===== src/rtl/shift_reg_pkg.sv =====
// Shared definitions for the shift-register family (PISO transmit, SIPO receive):
// state encoding, shift-direction encoding and the bit-counter width helper.
package shift_reg_pkg;

    typedef logic [0:0] state_t;
    localparam state_t IDLE  = 1'b0;
    localparam state_t SHIFT = 1'b1;

    localparam bit SHIFT_LSB_FIRST = 1'b0;
    localparam bit SHIFT_MSB_FIRST = 1'b1;

    // Counter must hold 0..width-1, but never collapses below one bit.
    function automatic int cnt_width(input int width);
        return (width > 2) ? $clog2(width) : 1;
    endfunction

endpackage


===== src/rtl/piso_shift_register_if.sv =====
// Load handshake plus serial/framing outputs of the PISO block.
interface piso_shift_register_if #(
    parameter int WIDTH = 4
);
    logic             load_valid;
    logic [WIDTH-1:0] load_data;
    logic             load_ready;
    logic             Q;
    logic             q_valid;
    logic             first_bit;
    logic             last_bit;

    modport master (
        output load_valid, load_data,
        input  load_ready, Q, q_valid, first_bit, last_bit
    );

    modport slave (
        input  load_valid, load_data,
        output load_ready, Q, q_valid, first_bit, last_bit
    );
endinterface


===== src/rtl/piso_bit_counter.sv =====
// Frame bit counter: counts 0..WIDTH-1 while enabled, wraps to 0, flags the last bit.
module piso_bit_counter
    import shift_reg_pkg::*;
#(
    parameter int WIDTH = 4,
    parameter int CNT_W = cnt_width(WIDTH)
) (
    input  logic             clk,
    input  logic             reset,
    input  logic             clear,
    input  logic             enable,
    output logic [CNT_W-1:0] cnt,
    output logic             terminal
);

    localparam logic [CNT_W-1:0] LAST = CNT_W'(WIDTH - 1);

    logic [CNT_W-1:0] cnt_reg;

    assign terminal = (cnt_reg == LAST);
    assign cnt      = cnt_reg;

    // Clear wins over enable so a reload on the terminal edge restarts at bit 0.
    always_ff @(posedge clk or negedge reset) begin
        if (!reset) begin
            cnt_reg <= '0;
        end else if (clear) begin
            cnt_reg <= '0;
        end else if (enable) begin
            cnt_reg <= terminal ? '0 : cnt_reg + 1'b1;
        end
    end

endmodule


===== src/rtl/piso_shift_register.sv =====
// Parallel-in serial-out shifter with valid/ready load and first/last framing strobes;
// a word offered on the final bit's edge is loaded seamlessly.
module piso_shift_register
    import shift_reg_pkg::*;
#(
    parameter int WIDTH     = 4,
    parameter bit MSB_FIRST = SHIFT_MSB_FIRST
) (
    input logic                   clk,
    input logic                   reset,
    piso_shift_register_if.slave  bus
);

    localparam int CNT_W = cnt_width(WIDTH);

    state_t           state_reg;
    state_t           state_next;
    logic [WIDTH-1:0] shreg_reg;
    logic [WIDTH-1:0] shreg_next;
    logic [WIDTH-1:0] shreg_shifted;
    logic [CNT_W-1:0] cnt;
    logic             terminal;
    logic             load_ready;
    logic             accept;
    logic             in_shift;
    logic             q_bit;

    if (MSB_FIRST) begin : g_msb_first
        assign shreg_shifted = shreg_reg << 1;
        assign q_bit         = shreg_reg[WIDTH-1];
    end else begin : g_lsb_first
        assign shreg_shifted = shreg_reg >> 1;
        assign q_bit         = shreg_reg[0];
    end

    assign in_shift   = (state_reg == SHIFT);
    assign load_ready = (state_reg == IDLE) || (in_shift && terminal);
    assign accept     = bus.load_valid && load_ready;

    piso_bit_counter #(
        .WIDTH (WIDTH),
        .CNT_W (CNT_W)
    ) u_bit_counter (
        .clk      (clk),
        .reset    (reset),
        .clear    (accept),
        .enable   (in_shift),
        .cnt      (cnt),
        .terminal (terminal)
    );

    always_comb begin
        state_next = state_reg;
        shreg_next = shreg_reg;
        if (accept) begin
            state_next = SHIFT;
            shreg_next = bus.load_data;
        end else if (in_shift) begin
            // Zero fill means the register drains to 0 as the frame ends.
            shreg_next = shreg_shifted;
            if (terminal) begin
                state_next = IDLE;
            end
        end
    end

    always_ff @(posedge clk or negedge reset) begin
        if (!reset) begin
            state_reg <= IDLE;
            shreg_reg <= '0;
        end else begin
            state_reg <= state_next;
            shreg_reg <= shreg_next;
        end
    end

    assign bus.load_ready = load_ready;
    assign bus.Q          = q_bit;
    assign bus.q_valid    = in_shift;
    assign bus.first_bit  = in_shift && (cnt == '0);
    assign bus.last_bit   = in_shift && terminal;

endmodule


===== src/flat_wrapper.sv =====
// flat-port wrapper written by rule: the top's interface ports become plain ports
module piso_shift_register_flat import shift_reg_pkg::*;
#(
    parameter int WIDTH     = 4,
    parameter bit MSB_FIRST = SHIFT_MSB_FIRST
)
  (clk, reset, bus_load_valid, bus_load_data, bus_load_ready, bus_Q, bus_q_valid, bus_first_bit, bus_last_bit);
  piso_shift_register_if #(.WIDTH(WIDTH)) bus_i ();
  input logic clk;
  input logic reset;
  input wire logic [$bits(bus_i.load_valid)-1:0] bus_load_valid;
  input wire logic [$bits(bus_i.load_data)-1:0] bus_load_data;
  output wire logic [$bits(bus_i.load_ready)-1:0] bus_load_ready;
  output wire logic [$bits(bus_i.Q)-1:0] bus_Q;
  output wire logic [$bits(bus_i.q_valid)-1:0] bus_q_valid;
  output wire logic [$bits(bus_i.first_bit)-1:0] bus_first_bit;
  output wire logic [$bits(bus_i.last_bit)-1:0] bus_last_bit;
  assign bus_i.load_valid = bus_load_valid;
  assign bus_i.load_data = bus_load_data;
  assign bus_load_ready = bus_i.load_ready;
  assign bus_Q = bus_i.Q;
  assign bus_q_valid = bus_i.q_valid;
  assign bus_first_bit = bus_i.first_bit;
  assign bus_last_bit = bus_i.last_bit;
  piso_shift_register #(.WIDTH(WIDTH), .MSB_FIRST(MSB_FIRST)) u_core (.clk(clk), .reset(reset), .bus(bus_i));
endmodule

===== config.mk =====
export PLATFORM = sky130hd
export DESIGN_NAME = piso_shift_register_flat
export DESIGN_NICKNAME = d
export VERILOG_FILES = /design/src/rtl/shift_reg_pkg.sv /design/src/rtl/piso_shift_register_if.sv /design/src/rtl/piso_bit_counter.sv /design/src/rtl/piso_shift_register.sv /design/src/flat_wrapper.sv
export SDC_FILE = /design/constraint.sdc
export NUM_CORES = 1
export LEC_CHECK = 0
export BUFFER_PORTS_ARGS = -buffer_cell sky130_fd_sc_hd__buf_4
export CELL_PAD_IN_SITES_DETAIL_PLACEMENT = 1
export CELL_PAD_IN_SITES_GLOBAL_PLACEMENT = 2
export CORE_MARGIN = 2
export CORE_UTILIZATION = 27
export CTS_BUF_LIST = sky130_fd_sc_hd__clkbuf_4
export CTS_CLUSTER_DIAMETER = 60
export DETAILED_ROUTE_END_ITERATION = 8
export PLACE_DENSITY_LB_ADDON = 0.2
export REMOVE_ABC_BUFFERS = 1
export SETUP_SLACK_MARGIN = 0.3
export SLEW_MARGIN = 40
export SYNTH_ARGS = -nofsm -noshare
export SYNTH_HDL_FRONTEND = slang
export SYNTH_HIERARCHICAL = 1
export SYNTH_SLANG_ARGS = --single-unit

===== constraint.sdc =====
create_clock -name clk -period 1.25 [get_ports clk]
set_input_delay 0.1875 -clock clk [delete_from_list [all_inputs] [get_ports clk]]
set_output_delay 0.1875 -clock clk [all_outputs]
set_load 0.05 [all_outputs]

==> impl_metrics.ini, run 1 <==
[yosys]
synthTopCellsByArea = dfrtp_1 (45%), mux2i_1 (13%), a31oi_1 (4.8%), nand2b_2 (4.5%), o21ai_1 (3.9%)
netlist_instances = 36
synthMuxAreaShare_pct = 12.9
synth-compound-area-share_pct = 12.3
syn_area_um2 = 388
synth_simple_gate_area_share_pct = 22.3
synth-async-reset-ratio_pct = 100
synth_area_leader_cell = dfrtp_1
synth_top_family_by_area = simple AND/OR/NAND/NOR gates
synth_enable_flop_cells = 0
avgSynthCellArea_um2 = 10.8
netlist.area_leader.share_pct = 45.2
yosys_warnings = 6
ys_seq_area_share_pct = 45.2
yosys.area_share.xor_xnor_pct = 0
synth_seq_cells = 7
synth_flop_cell = dfrtp_1
synth_fa_ha_area_share_pct = 3.23
ys_types = 20

[layout]
syn_to_final_growth_pct = 93.9
num-fill-cells = 141
final_cells = 77
num_antenna_cells = 0
num-nets-final = 71
drive_above_1_share_pct = 71.0
final_area_um2 = 752
mostFrequentLayoutCells = buf_4 (10), buf_6 (10), dfrtp_1 (6)
largest_reg_flops = 4

[drt]
ant_nets = 0
drc = 0
vias = 370
first_pass_iters = 3
avgRoutedWirePerCell_um = 16.5
detail_route.vias_per_cell = 4.81
drt_wl_total_mm = 1.27
drt_iter0_drc = 1

[timing]
slew_violations = 0
hold_viol_final = 0
finClkSkew_ns = 0.00493
slew_headroom_pct = 81.8
finalCriticalPeriod_ns = 1.42
rsz0062_at_grt = yes
fin_tns_setup_ns = -0.750
fin_ws_ns = -0.168
max_freq_ghz = 0.705
setup_violations = 7
worst_pin_slew_ns = 0.265
post-route-period-util_pct = 113

[die]
floorplan.initialDensity_pct = 29.4
coreArea_um2 = 1320
io_pins = 12
die_h_um = 41.9
dieWidth_um = 41.9
dieArea_um2 = 1760
rows = 13

[global_route]
antenna_found_initial = 0
grt_start_max_net_pins = 12
grt_pass1_wl_mm = 1.97
grt_pass1_vias = 394
grt-ovfl-total = 0
track_usage_pct = 15.0

[setup_path]
crit_arrival_ns = 1.53
cp-startpoint = u_core/u_bit_counter/cnt[0]
slowest_delay_ns = 0.43
crit_path_top_delay_cell = dfrtp_1
r2r-start = u_core/u_bit_counter/cnt[0]
end_kind = flop
startpoint_type = flop
cp_cell_sequence = ha_4 -> buf_6 -> buf_6 -> and3_4 -> a31oi_1 -> o21ai_1
reg2reg_depth = 6
cp_common_cell = buf_6
required_ns = 1.36
critPathMaxFanout = 5
worst-setup-path-type = reg2reg

[placed_design]
dp_hpwl_um = 723
post_dp_cell_area_um2 = 495
place_congestion = 0.704
place.port_buffers = 11
dp.cells = 63

[pwr]
leakage_nw = 0.347
power_density_nw_per_um2 = 2810
irDropWorstVdd_mv = 1.64

[min_path]
holdPathStages = 3
hold_path_startpoint = bus_load_data[0]
holdCritPathClass = in2reg

[clocking]
root_buffer = clkbuf_4
clk_pin_slew_ns = 0.06
clock_path_buffers = 2
cts_sinks = 7
cts_tree = built
cts_made_buffers = 3
htree_levels = 1
clk_latency_ns = 0.24

[run_status]
violations = negative setup slack
status = complete, but fails checks

[job]
maxCapViolations = 0
[worst max-delay path: cells and delay by family (launching register included)]
family | cells | cell delay [ns]
compound gates | 2 | 0.29
fa+ha+maj | 1 | 0.21
buf+inv | 2 | 0.22
flops | 1 | 0.43
simple gates | 1 | 0.14
[power breakdown]
part           total [mW]  leakage, nW  internal, mW  switching, mW
Clock               0.228       0.0184         0.144         0.0844
Sequential          0.422       0.0866         0.318          0.104
Combinational        1.47        0.242         0.776          0.690
Total                2.12        0.347          1.24          0.878
[synthesized netlist by cell type (all sizes together) (2+ instances only)]
master,instances
and2,2
and3,3
nand2b,3
mux2i,5
a31oi,3
o21ai,4
dfrtp,7
[through the flow]
stage | hold WS [ns] | utilization [%] | worst slack, ns | total power [mW]
after detailed placement | 0.00966 | 37.6 | -0.0256 | 1.21
after CTS | 0.202 | 50.0 | -0.122 | 1.78
after floorplan | -0.108 | - | -0.967 | 0.916
final | 0.203 | 57.1 | -0.168 | 2.12
after global placement | 0.00604 | 37.6 | 0.0181 | 1.16
after global routing | 0.210 | 57.1 | -0.191 | 2.24
[area by class of cell]
class	instances	area (um^2)	area share (%)
Clock buffer	4	30.0	3.99
Multi-Input combinational cell	27	284	37.8
Sequential cell	7	176	23.5
Timing Repair Buffer	24	243	32.3
Tap cell	15	18.8	2.50
[timing repair]
item,CTS,global route
hold endpoints to repair,7,0
buffers inserted,5,4
gates resized for setup,23,13
pin swaps,2,2
setup endpoints to repair,12,12
hold buffers,1,0
[final timing paths]
check                                      end  slack, ns
min reg2reg                u_core/shreg_reg[0]       0.56
max reg2reg                u_core/shreg_reg[1]      -0.17
max in group asynchronous   u_core/bus.q_valid       0.81
min                        u_core/shreg_reg[0]       0.20
max                        u_core/shreg_reg[1]      -0.17
min in group asynchronous   u_core/bus.q_valid       0.30
[logic make-up (layout without fill, tap and decap cells)]
family / after synthesis / after routing
adder cells (fa/ha/maj): 1 / 1
multiplexers: 5 / 5
AO/OA/AOI/OAI: 8 / 8
buffers and inverters: 2 / 28
flip-flops: 7 / 7
AND/OR/NAND/NOR: 13 / 13
[layer usage]
layer | wire [um] | GRT usage (%) | vias to the layer above | share of wire [%]
met2 | 645 | 25.0 | 9 | 51
met5 | 0 | 0 | - | 0
li1 | - | - | 182 | -
met4 | 0 | 1.94 | 0 | 0
met1 | 561 | 19.0 | 179 | 44
met3 | 60 | 5.22 | 0 | 4.7
Note: power is estimated with default switching activity, not from simulation.
==> inputs of run 2 (changes only) <==
--- a/config.mk
+++ b/config.mk
@@ -15,7 +15,7 @@
 export DETAILED_ROUTE_END_ITERATION = 8
 export PLACE_DENSITY_LB_ADDON = 0.2
 export REMOVE_ABC_BUFFERS = 1
-export SETUP_SLACK_MARGIN = 0.3
+export SETUP_SLACK_MARGIN = 0.4
 export SLEW_MARGIN = 40
 export SYNTH_ARGS = -nofsm -noshare
 export SYNTH_HDL_FRONTEND = slang
==> run 2 against run 1 <==
Hold slack got worse by 0.0052 ns; largest cell class unchanged; the run still ends with negative setup slack left; critical path depth fell by 3; clock skew rose by 0.00067 ns; register-to-register slack improved by 0.09 ns; combinational power fell by 6%; fmax rose by 3.6%.
==> impl_metrics.ini, run 2 (synthesis results as in run 1) <==
[drt]
drt_iter0_drc = 3
drt_wl_total_mm = 1.14
avgRoutedWirePerCell_um = 15.0
vias = 359
detail_route.vias_per_cell = 4.72
first_pass_iters = 2
ant_nets = 0
drc = 0

[setup_path]
end_kind = primary output
required_ns = 1.06
worst-setup-path-type = reg2out
startpoint_type = flop
cp-startpoint = u_core/u_bit_counter/cnt[1]
r2r-start = u_core/u_bit_counter/cnt[0]
critPathMaxFanout = 2
crit_arrival_ns = 1.18

[layout]
mostFrequentLayoutCells = buf_6 (12), buf_4 (8), dfrtp_1 (6)
num-fill-cells = 141
drive_above_1_share_pct = 67.2
syn_to_final_growth_pct = 86.8
num_antenna_cells = 0
final_area_um2 = 724
layout_commonest_cell = buf_6
largest_reg_flops = 4
num-nets-final = 70
final_util_pct = 55.0

[die]
dieArea_um2 = 1760
dieWidth_um = 41.9
rows = 13
coreArea_um2 = 1320
die_h_um = 41.9
io_pins = 12
floorplan.initialDensity_pct = 29.4

[global_route]
grt_start_max_net_pins = 12
grt_pass1_vias = 400
antenna_found_initial = 0
track_usage_pct = 14.2
grt_pass1_wl_mm = 1.86
grt-ovfl-total = 0

[clocking]
cts_tree = built
root_buffer = clkbuf_4
htree_levels = 1
cts_sinks = 7
cts_made_buffers = 3
clk_latency_ns = 0.25
clk_pin_slew_ns = 0.06
clock_path_buffers = 2

[timing]
fin_ws_ns = -0.119
fin_tns_setup_ns = -0.486
finClkSkew_ns = 0.00560
slew_violations = 0
setup_violations = 5
holdWs_ns = 0.198
worst_pin_slew_ns = 0.254
slew_headroom_pct = 82.6
post-route-period-util_pct = 109
rsz0062_at_grt = yes
max_freq_ghz = 0.731
hold_viol_final = 0
finalCriticalPeriod_ns = 1.37

[pwr]
leakage_nw = 0.333
comb_power_share_pct = 68.3
irDropWorstVdd_mv = 1.69
switching_share_pct = 40.9
p_int_mw = 1.19
p_switching_mw = 0.827
pwr-share-clk_pct = 11.5
seqPwrFrac_pct = 20.2
power_density_nw_per_um2 = 2790

[placed_design]
post_dp_cell_area_um2 = 495
place.port_buffers = 11
dp_hpwl_um = 723
place_congestion = 0.704
dp_slack_ns = -0.0256

[min_path]
holdCritPathClass = in2reg
hold_path_startpoint = bus_load_data[0]

[run_status]
status = complete, but fails checks
violations = negative setup slack

[job]
maxCapViolations = 0
==> run 2: cell count changes in the layout (fill, tap and decap cells not counted) <==
| cell | previous run | this run |
|---|---|---|
| nand2b_2 | 0 | 1 |
| a31oi_4 | 1 | 0 |
| o21ai_2 | 1 | 0 |
| nand2_2 | 1 | 0 |
| buf_8 | 3 | 2 |
| nand2_1 | 0 | 1 |
| a31oi_2 | 0 | 1 |
| buf_6 | 10 | 12 |
| nand2b_4 | 2 | 1 |
| o21ai_1 | 3 | 4 |
| buf_4 | 10 | 8 |
==> run 2: cell type report <==
type | instances | area (um^2) | share of cell area [%]
clock buffers | 4 | 30.0 | 4.15
multi-input cells | 27 | 264 | 36.4
flip-flops and latches | 7 | 176 | 24.4
well taps | 15 | 18.8 | 2.59
repair buffers | 23 | 235 | 32.5
==> run 2: critical path: stages (launching register included) <==
cell and delay [ns]:
dfrtp_1 0.42, buf_6 0.14, nor3b_4 0.19, buf_6 0.18
==> run 2: what timing repair did <==
action | CTS | global route
hold buffers | 1 | 0
setup buffers | 6 | 2
gates resized for setup | 23 | 10
endpoints found under the hold margin | 7 | 0
pin swaps | 2 | 2
gates cloned | 0 | 0
endpoints found under the setup margin | 12 | 12
==> run 2: power by group through the flow <==
stage                     logic [mW]  clock network [mW]  registers, mW
after global routing            1.45               0.253          0.420
after floorplan                0.452                   0          0.464
after detailed placement       0.821                   0          0.385
final                           1.38               0.231          0.409
after global placement         0.792                   0          0.373
after CTS                       1.17               0.234          0.403
==> run 2: per-stage QoR <==
stage          std cells  power [mW]
2_1_floorplan         34       0.916
3_3_place_gp          63        1.16
3_5_place_dp          63        1.21
4_1_cts               74        1.80
5_1_grt               76        2.13
6_report              76        2.02
==> run 2: layer usage <==
metal,GRT usage (%),part of all wire [%],vias up
met5,0,0,-
met4,7.74,0.88,0
met3,3.91,5.2,2
met2,21.3,47,9
met1,18.4,47,166
li1,-,-,182
==> run 2: final timing paths <==
kind                                        to  slack, ns  cells after the start
min in group asynchronous   u_core/bus.q_valid       0.29                      2
setup reg to reg           u_core/shreg_reg[2]      -0.08                      6
setup / recovery                 bus_first_bit      -0.12                      3
max in group asynchronous   u_core/bus.q_valid       0.82                      2
hold / removal             u_core/shreg_reg[0]       0.20                      3
hold reg to reg            u_core/shreg_reg[1]       0.54                      2
